`src/rtl/fpu_add_pipe.sv`:
```
// rtl/fpu_add_pipe.sv - 4-stage IEEE-754 style add/sub/compare/min/max pipeline, result 4 cycles after issue
// Define FPU_ADD_PIPE_SUBNORMAL_EN for gradual underflow; otherwise subnormal operands/results flush to signed zero.
module fpu_add_pipe #(
  parameter int EXP_W  = 11,
  parameter int MANT_W = 52,
  parameter int TAG_W  = 4
) (
  input  logic                        i_clk,
  input  logic                        i_rst,
  input  logic                        i_valid,
  input  logic [2:0]                  i_op,
  input  logic [EXP_W+MANT_W:0]       i_a,
  input  logic [EXP_W+MANT_W:0]       i_b,
  input  logic [TAG_W-1:0]            i_tag,
  output logic                        o_valid,
  output logic [EXP_W+MANT_W:0]       o_res,
  output logic [TAG_W-1:0]            o_tag,
  output logic                        o_illegal_op,
  output logic                        o_overflow,
  output logic                        o_busy
);
  localparam int W   = 1 + EXP_W + MANT_W;
  localparam int M4  = MANT_W + 4;   // hidden bit, fraction, guard, round, sticky
  localparam int EW2 = EXP_W + 2;
  localparam int LZW = $clog2(M4 + 1);
  localparam logic [EXP_W-1:0] EMAX = '1;
  localparam logic [W-1:0] QNAN = {1'b0, {EXP_W{1'b1}}, 1'b1, {(MANT_W-1){1'b0}}};

  function automatic logic [W-1:0] flush_sub(input logic [W-1:0] x);
`ifdef FPU_ADD_PIPE_SUBNORMAL_EN
    return x;
`else
    return (x[W-2:MANT_W] == '0) ? {x[W-1], {(W-1){1'b0}}} : x;
`endif
  endfunction

  logic                v1, v2, v3, v4;
  logic [TAG_W-1:0]    tag1, tag2, tag3, tag4;
  logic                sp1, sp2, sp3, sp4, ill1, ill2, ill3, ill4;
  logic [W-1:0]        res1, res2, res3, res4;
  logic                sg1, sg2, sg3, sg4, sub1, sub2, sub3;
  logic [EXP_W-1:0]    e1, e2, e3, d1;
  logic [EW2-1:0]      e4;
  logic [MANT_W:0]     mb1, ms1;
  logic [M4-1:0]       xb2, xs2, n4;
  logic [M4:0]         sum3;

  // Stage 1: classify, resolve specials and compares, order operands by magnitude
  logic [W-1:0]        fa, fb, key_a, key_b, sp_res;
  logic                a_nan, b_nan, a_inf, b_inf, b_sign, a_big, both_zero, eq_ab, lt_ab, sp, sp_ill;
  logic [EXP_W-1:0]    ea, eb;
  logic [MANT_W:0]     ma, mb;

  always_comb begin
    fa = flush_sub(i_a);
    fb = flush_sub(i_b);
    a_inf = (fa[W-2:MANT_W] == EMAX) && (fa[MANT_W-1:0] == '0);
    a_nan = (fa[W-2:MANT_W] == EMAX) && (fa[MANT_W-1:0] != '0);
    b_inf = (fb[W-2:MANT_W] == EMAX) && (fb[MANT_W-1:0] == '0);
    b_nan = (fb[W-2:MANT_W] == EMAX) && (fb[MANT_W-1:0] != '0);
    b_sign = fb[W-1] ^ (i_op == 3'd1);
    a_big = fa[W-2:0] >= fb[W-2:0];
    both_zero = (fa[W-2:0] == '0) && (fb[W-2:0] == '0);
    key_a = fa[W-1] ? ~fa : {1'b1, fa[W-2:0]};
    key_b = fb[W-1] ? ~fb : {1'b1, fb[W-2:0]};
    eq_ab = (key_a == key_b) || both_zero;
    lt_ab = (key_a < key_b) && !both_zero;
    ea = (fa[W-2:MANT_W] == '0) ? EXP_W'(1) : fa[W-2:MANT_W];
    eb = (fb[W-2:MANT_W] == '0) ? EXP_W'(1) : fb[W-2:MANT_W];
    ma = {fa[W-2:MANT_W] != '0, fa[MANT_W-1:0]};
    mb = {fb[W-2:MANT_W] != '0, fb[MANT_W-1:0]};
    sp = 1'b1;
    sp_ill = 1'b0;
    sp_res = '0;
    case (i_op)
      3'd0, 3'd1: begin
        if (a_nan || b_nan || (a_inf && b_inf && (fa[W-1] != b_sign))) begin
          sp_ill = 1'b1;
          sp_res = QNAN;
        end else if (a_inf) sp_res = fa;
        else if (b_inf) sp_res = {b_sign, fb[W-2:0]};
        else sp = 1'b0;
      end
      3'd2, 3'd3, 3'd4: begin
        sp_ill = a_nan || b_nan;
        sp_res[0] = !sp_ill && ((i_op == 3'd2) ? eq_ab : (i_op == 3'd3) ? lt_ab : (lt_ab || eq_ab));
      end
      3'd5, 3'd6: begin
        sp_ill = a_nan || b_nan;
        if (a_nan && b_nan) sp_res = QNAN;
        else if (a_nan) sp_res = fb;
        else if (b_nan) sp_res = fa;
        else sp_res = ((key_a > key_b) == (i_op == 3'd5)) ? fa : fb;
      end
      default: sp_ill = 1'b1;
    endcase
  end

  // Stage 2: align smaller operand, collapsing shifted-out bits into sticky
  logic [M4-1:0] sh_ext, lost, aligned;
  always_comb begin
    sh_ext = {ms1, 3'b000};
    lost = sh_ext & ~({M4{1'b1}} << d1);
    aligned = (sh_ext >> d1) | {{(M4-1){1'b0}}, |lost};
  end

  // Stage 3 add/sub and stage 4 normalisation, with exponent floored at 1 for subnormals
  logic [M4:0]     sum;
  logic [LZW-1:0]  lz;
  logic [EW2-1:0]  lz_w, room, shamt, e_n;
  logic [M4-1:0]   n_norm;
  always_comb begin
    sum = sub2 ? ({1'b0, xb2} - {1'b0, xs2}) : ({1'b0, xb2} + {1'b0, xs2});
    lz = LZW'(M4);
    for (int i = 0; i < M4; i++) if (sum3[i]) lz = LZW'(M4 - 1 - i);
    lz_w = EW2'(lz);
    room = EW2'(e3) - EW2'(1);
    shamt = (lz_w < room) ? lz_w : room;
    if (sum3[M4]) begin
      n_norm = {sum3[M4:2], sum3[1] | sum3[0]};
      e_n = EW2'(e3) + EW2'(1);
    end else begin
      n_norm = sum3[M4-1:0] << shamt;
      e_n = EW2'(e3) - shamt;
    end
  end

  // Output stage: round to nearest even, pack, detect overflow
  logic [MANT_W+1:0] rnd;
  logic [EW2-1:0]    e_f;
  logic [W-1:0]      fin_res;
  logic              fin_ovf;
  always_comb begin
    rnd = {1'b0, n4[M4-1:3]} + (MANT_W+2)'(n4[2] & (n4[1] | n4[0] | n4[3]));
    e_f = rnd[MANT_W+1] ? e4 + EW2'(1) : (rnd[MANT_W] ? e4 : '0);
    fin_ovf = !sp4 && (e_f >= EW2'(EMAX));
    fin_res = {sg4, e_f[EXP_W-1:0], rnd[MANT_W-1:0]};
`ifndef FPU_ADD_PIPE_SUBNORMAL_EN
    if (e_f == '0) fin_res = {sg4, {(W-1){1'b0}}};
`endif
    if (fin_ovf) fin_res = {sg4, EMAX, {MANT_W{1'b0}}};
    if (sp4) fin_res = res4;
  end

  always_ff @(posedge i_clk) begin
    tag1 <= i_tag;  sp1 <= sp;   ill1 <= sp_ill;  res1 <= sp_res;
    sg1  <= a_big ? fa[W-1] : b_sign;
    sub1 <= fa[W-1] ^ b_sign;
    e1   <= a_big ? ea : eb;
    d1   <= a_big ? (ea - eb) : (eb - ea);
    mb1  <= a_big ? ma : mb;
    ms1  <= a_big ? mb : ma;
    tag2 <= tag1;   sp2 <= sp1;  ill2 <= ill1;    res2 <= res1;
    sg2  <= sg1;    sub2 <= sub1; e2 <= e1;
    xb2  <= {mb1, 3'b000};
    xs2  <= aligned;
    tag3 <= tag2;   sp3 <= sp2;  ill3 <= ill2;    res3 <= res2;
    sg3  <= sg2;    sub3 <= sub2; e3 <= e2;       sum3 <= sum;
    tag4 <= tag3;   sp4 <= sp3;  ill4 <= ill3;    res4 <= res3;
    sg4  <= (sum3 == '0 && sub3) ? 1'b0 : sg3;
    e4   <= e_n;
    n4   <= n_norm;
  end

  always_ff @(posedge i_clk or posedge i_rst) begin
    if (i_rst) begin
      v1 <= 1'b0; v2 <= 1'b0; v3 <= 1'b0; v4 <= 1'b0;
      o_valid <= 1'b0;
      o_res <= '0;
      o_tag <= '0;
      o_illegal_op <= 1'b0;
      o_overflow <= 1'b0;
    end else begin
      v1 <= i_valid; v2 <= v1; v3 <= v2; v4 <= v3;
      o_valid <= v4;
      if (v4) begin
        o_res <= fin_res;
        o_tag <= tag4;
        o_illegal_op <= ill4;
        o_overflow <= fin_ovf;
      end
    end
  end

  assign o_busy = v1 | v2 | v3 | v4 | o_valid;
endmodule

```
`config.mk`:
```
export PLATFORM = sky130hd
export DESIGN_NAME = fpu_add_pipe
export DESIGN_NICKNAME = d
export VERILOG_FILES = /design/src/rtl/fpu_add_pipe.sv
export SDC_FILE = /design/constraint.sdc
export NUM_CORES = 2
export LEC_CHECK = 0
export ABC_AREA = 1
export BUFFER_PORTS_ARGS = -buffer_cell sky130_fd_sc_hd__buf_4
export CAP_MARGIN = 20
export CORE_ASPECT_RATIO = 1.25
export CORE_UTILIZATION = 45
export DETAILED_ROUTE_END_ITERATION = 8
export GPL_ROUTABILITY_DRIVEN = 0
export GPL_TIMING_DRIVEN = 0
export PLACE_DENSITY = 0.66
export SYNTH_ARGS = -nofsm -noshare
export SYNTH_HDL_FRONTEND = slang
export SYNTH_SLANG_ARGS = --single-unit
```
`constraint.sdc`:
```
create_clock -name i_clk -period 7.9 [get_ports i_clk]
set_input_delay 1.58 -clock i_clk [delete_from_list [all_inputs] [get_ports i_clk]]
set_output_delay 1.58 -clock i_clk [all_outputs]
set_load 0.005 [all_outputs]
```
* After elaboration in Yosys (flattened, before gate mapping)
Cells that the tools add are included.
** Word-level totals
- Flip-flop bits (word level) :: 747
- Latch bits :: 0
- RAM bits :: 0
- Memory bits (read-only) :: 0
- Input port bits :: 138
- Output and inout bits :: 72
- Logic and storage cells :: 218
- Memories :: 0
** Operators by class
- Add/sub/neg operators :: 9
- Multiply operators :: 0
- Div/mod/pow operators :: 0
- Magnitude comparators :: 5
- Equal/unequal tests :: 11
- Shift-type cells :: 3
- Multiplexer cells :: 90
- Bitwise operators :: 16
- Reductions and logical operators :: 40
** Operator list (count)
- 2-to-1 mux 64 bit :: 10
- 2-to-1 mux 6 bit :: 55
- 2-to-1 mux 63 bit :: 4
- inverter 64 bit :: 2
- zero test 63 bit :: 2
- one-hot mux 63 bit (2 select lines) :: 1
- 2-to-1 mux 53 bit :: 2
- zero test 52 bit :: 2
- nonzero test 52 bit :: 2
- equality test 64 bit :: 1
- > comparator 64 bit :: 1
- < comparator 64 bit :: 1
- greater-or-equal comparator 63 bit :: 1
- adder 56 x 56 -> 57 bit :: 1
- zero test 57 bit :: 1
- 2-to-1 mux 57 bit :: 1
- subtractor 56 x 56 -> 57 bit :: 1
- AND 56 bit :: 1
- inverter 56 bit :: 1
- bitwise OR 56 x 1 -> 56 bit :: 1
- OR reduction 56 bit :: 1
- left shift 56 x 11 -> 56 bit (first input constant) :: 1
- left shift 56 x 13 -> 56 bit :: 1
- >> shifter 56 x 11 -> 56 bit :: 1
- 35 further kinds :: 79

* Depth between registers and ports, before layout
- Depth after elaboration :: 60
- Gate-level depth with buffers :: 80
- Depth with buffers taken out :: 78

* Worst setup path before layout
No wires, ideal clock.
- Path type :: input-to-reg
- Start point :: input port i_a[60]
- End point :: register res1[59]
- Setup time :: 0.061 ns
- Arrival time :: 5.309 ns
- Required time :: 7.839 ns
- Setup slack :: 2.530 ns
- Stages on the path :: 28
- Path buffers :: 5
- Cells stage by stage :: clkbuf_1 -> nor3_1 -> nand2_1 -> clkbuf_1 -> inv_1 -> clkbuf_1 -> nor2_1 -> xor2_1 -> ha_1 -> nand3_1 -> o211ai_1 -> a21oi_1 -> nor2_1 -> nor2_1 -> o21ai_0 -> nand2_1 -> o2111ai_1 -> a211oi_1 -> o31ai_1 -> nand2_1 -> xnor2_1 -> inv_1 -> nand2_1 -> nand2_1 -> clkbuf_1 -> clkbuf_1 -> o221ai_1 -> nand2_1
** On the way
- Longest elaborated chain between the ends :: 11
- Elaborated cells between the ends (all ways) :: 23
- Classes of those cells :: 1 x order compare; 2 x eq/ne; 9 x mux; 1 x bitwise; 10 x reduce/logical
** Ends and longest elaborated chain
- start: declaration :: line 12 : input logic [EXP_W+MANT_W:0] i_a,
- zero test 11 bit :: line 33 : return (x[W-2:MANT_W] == '0) ? {x[W-1], {(W-1){1'b0}}} : x;
- 2-to-1 mux 63 bit (*) :: line 33
- inverter 64 bit :: line 64 : key_a = fa[W-1] ? ~fa : {1'b1, fa[W-2:0]};
- 2-to-1 mux 64 bit :: line 64
- > comparator 64 bit :: line 93 : else sp_res = ((key_a > key_b) == (i_op == 3'd5)) ? fa : fb;
- equality test 1 bit :: line 93
- 2-to-1 mux 64 bit :: line 93
- 2-to-1 mux 64 bit :: line 92 : else if (b_nan) sp_res = fa;
- 2-to-1 mux 64 bit :: line 91 : else if (a_nan) sp_res = fb;
- 2-to-1 mux 64 bit :: line 90 : if (a_nan && b_nan) sp_res = QNAN;
- one-hot mux 63 bit (2 select lines) (*) :: line 75 : case (i_op)
- end signal: assignment :: line 146 : tag1 <= i_tag; sp1 <= sp; ill1 <= sp_ill; res1 <= sp_res;
- end: declaration :: line 40 : logic [W-1:0] res1, res2, res3, res4;
Mark *: on every way between the ends. The rest lies on a longest branch, timed or not.
A chain may end at the register's enable or synchronous reset.

* Worst setup path after layout
- Start point :: input port i_b[53]
- End point :: register res1[21]
** On the way
- Longest elaborated chain between the ends :: 11
- Elaborated cells between the ends (all ways) :: 24
- Classes of those cells :: 1 x order compare; 2 x eq/ne; 10 x mux; 1 x bitwise; 10 x reduce/logical
** Ends and longest elaborated chain
- start: declaration :: line 13 : input logic [EXP_W+MANT_W:0] i_b,
- zero test 11 bit :: line 33
- 2-to-1 mux 63 bit (*) :: line 33
- inverter 64 bit :: line 65 : key_b = fb[W-1] ? ~fb : {1'b1, fb[W-2:0]};
- 2-to-1 mux 64 bit :: line 65
- > comparator 64 bit :: line 93
- equality test 1 bit :: line 93
- 2-to-1 mux 64 bit :: line 93
- 2-to-1 mux 64 bit :: line 92
- 2-to-1 mux 64 bit :: line 91
- 2-to-1 mux 64 bit :: line 90
- one-hot mux 63 bit (2 select lines) (*) :: line 75
Marks and branches as above.

==> impl_metrics.tcl <==
set metrics [dict create \
    hold_path_class "flip-flop to flip-flop" \
    nets 6464 \
    violations "DRC" \
    grt_pass1_vias 39600 \
    irDropWorstVdd_mv 0.225 \
    drt_pass1_iterations 9 \
    wl_met3_mm 17.2 \
    setup-tns-final_ns 0 \
    final_util 0.519 \
    layout-drive-gt1-share 0.0710 \
    endpoint_kind "flip-flop" \
    path_buf_inv 8 \
    antenna_left 0 \
    rsz0062_at_grt "no" \
    routed_wl_mm 166 \
    slew_violations 0 \
    cts_setup_buffers 0 \
    crit_type "input pin to flip-flop" \
    slowest_stage "buf_1" \
    min-delay-start "mb1[28]" \
    rr_startpoint "sum3[0]" \
    htreeDepth 3 \
    drc 2 \
    path_clk_slew_ns 0.06 \
    io_buffers 207 \
    synth_edf_count 0 \
    num_vias 42600 \
    syn-num-nets 6177 \
    cts-buffers-inserted 72 \
    gr-total-overflow 0 \
    hold_end "xb2[31]" \
    r2r_cells 53 \
    layout_common_cells "1324 x nand2_1, 672 x dfxtp_1, 607 x inv_1, 521 x o21ai_0, 479 x nand3_1" \
    cts.sink_count 747 \
    grt_pass1_wl_mm 243 \
    synth_ff_type "dfxtp_1" \
    rows 123 \
    clock_skew_ns 0.0293 \
    io_pins 210 \
    coreArea_um2 90500 \
    dpl.hpwl_mm 131 \
    syn-cell-area_um2 41300 \
    ys_ff_latch 747 \
    tritoncts "yes" \
    drt_iter0_markers 6275 \
    hold_viol 0 \
    start_util 0.456 \
    cts-hold-fix-buffers 0 \
    status "complete, but fails checks" \
    vias_per_cell 5.84 \
    cts.path.max_buffers 3 \
    final_common_cell "nand2_1" \
    multi_input_area_um2 22400 \
    async_flop_share 0.100 \
    routed.top_layer "met5" \
    area_growth_pct 13.8 \
    power_density_nw_per_um2 335 \
    die_h_um 341 \
    seqCellArea_um2 15300 \
    cts_root_buf "clkbuf_16" \
    layout_min_cycle_time_ns 7.81 \
    reg2reg_slack_ns 0.92 \
    synth_cells 5766 \
    cts_resized 0 \
    slowest_delay_ns 0.68 \
    crit_top_cell "nand2_1" \
    dr_wl_met2_mm 70.9 \
    ys_warn_count 0 \
    wire_per_inst_um 22.8 \
    syn_area_per_cell_um2 7.16 \
    hold_path_depth 0 \
    cp_top_family "buffers and inverters" \
    die_w_um 273 \
    synth.distinct_cells 70 \
    post-route-period-util 0.988 \
    required_ns 8.39 \
    met1_length_mm 61.4 \
    max-cap-violations 0 \
    seq_area_frac_synth 0.371 \
    slew_headroom 0.219 \
    grt_max_degree 72 \
    crit_path_start_kind "input pin" \
    track_usage 0.348 \
    die-area_um2 92900 \
    cellLeakagePower_nw 22.3 \
    fmax_mhz 128 \
    stdcell_count 7299 \
    r2r-end "e4[10]" \
    place_inst 7162 \
    clkLatencyLatePin_ns 0.64 \
    worst_slew_pin_slew_ns 1.16 \
    crit_fanout 10 \
    nFillCells 8912 \
    antenna_found_initial 10 \
    post-place-ws_ns -0.0979 \
    cp.arrival_ns 8.30 \
    fin_ws_ns 0.0928 \
    setup_viol 0 \
]
logic make-up after synthesis:
kind of cell             after synthesis  synth area share
multiplexers                          14           0.00340
XOR/XNOR                             228            0.0484
buffers and inverters                911            0.0857
AND/OR/NAND/NOR                     2401             0.248
adder cells (fa/ha/maj)              273            0.0835
AO/OA/AOI/OAI                       1192             0.160
flip-flops                           747             0.371
cell usage after synthesis (12+ instances only):
cell type     n  area share
nand2_1    1324        0.12
a31oi_1      35      0.0053
dfrtp_1      75       0.045
xnor2_1      26      0.0055
o21ai_0     521       0.063
o21ai_1      28      0.0034
o211ai_1     37      0.0067
nor4_1       47      0.0071
nand3_1     479       0.058
clkbuf_1    203       0.018
nor2_1      363       0.033
nand4_1      79       0.012
o221ai_1     27      0.0057
inv_1       608       0.055
ha_1        269       0.082
dfxtp_1     672        0.33
buf_4        12      0.0022
o31ai_1      14      0.0025
mux2i_1      14      0.0034
xor2_1      202       0.043
buf_2        33      0.0040
buf_1        34      0.0031
o21bai_1     16      0.0029
o22ai_1      51      0.0077
a21oi_1     388       0.047
nor3_1       64      0.0078
layer usage:
layer,vias to the layer above,GRT usage
met5,-,0
met4,8,0.280
met3,839,0.0713
met2,2926,0.541
met1,19100,0.415
li1,19700,-
where the power goes:
| part | switching [mW] | total, mW | internal, mW |
|---|---|---|---|
| Sequential | 0.845 | 5.39 | 4.55 |
| Combinational | 4.69 | 6.67 | 1.98 |
| Clock | 1.58 | 3.67 | 2.09 |
| Total | 7.12 | 15.7 | 8.61 |
sequential cells by signal, indices dropped and copies added (netlist names), 4 cells and up:
| register | count |
|---|---|
| tag1 | 4 |
| sum3 | 57 |
| mb1 | 53 |
| res4 | 64 |
| e4 | 13 |
| tag4 | 4 |
| ms1 | 53 |
| d1 | 11 |
| e3 | 11 |
| tag3 | 4 |
| tag2 | 4 |
| o_res | 64 |
| e1 | 11 |
| xs2 | 56 |
| res3 | 64 |
| o_tag | 4 |
| xb2 | 53 |
| e2 | 11 |
| res1 | 64 |
| n4 | 56 |
| res2 | 64 |
per-stage QoR:
stage | area [um^2] | total power [mW] | hold WS, ns
2_1_floorplan | 41300 | 9.18 | 0.310
3_3_place_gp | 44300 | 11.6 | 0.311
3_5_place_dp | 44300 | 11.6 | 0.312
4_1_cts | 46900 | 15.3 | 0.307
5_1_grt | 46900 | 16.4 | 0.312
6_report | 47000 | 15.7 | 0.321
final cells by class:
| type | instances | area share |
|---|---|---|
| antenna | 1 | 0.0000533 |
| buffer | 286 | 0.0253 |
| clock buffer | 96 | 0.0439 |
| clock inverter | 36 | 0.0108 |
| inverter | 625 | 0.0500 |
| multi-input combinational | 4108 | 0.477 |
| sequential | 747 | 0.327 |
| tap | 1187 | 0.0316 |
| timing repair buffer | 213 | 0.0344 |
worst max-delay path by stage:
| stage | from | end | slack [ns] | cells after the start |
|---|---|---|---|---|
| 2_1_floorplan | i_a[60] | res1[59] | 2.53 | 28 |
| 3_3_place_gp | i_a[60] | res1[21] | -0.002 | 23 |
| 3_5_place_dp | i_b[58] | res1[21] | -0.1 | 25 |
| 4_1_cts | i_b[58] | res1[21] | 0.55 | 25 |
| 5_1_grt | i_a[53] | res1[21] | 0.12 | 30 |
| 6_report | i_b[53] | res1[21] | 0.09 | 25 |
Power figures use the tool's default switching activity.
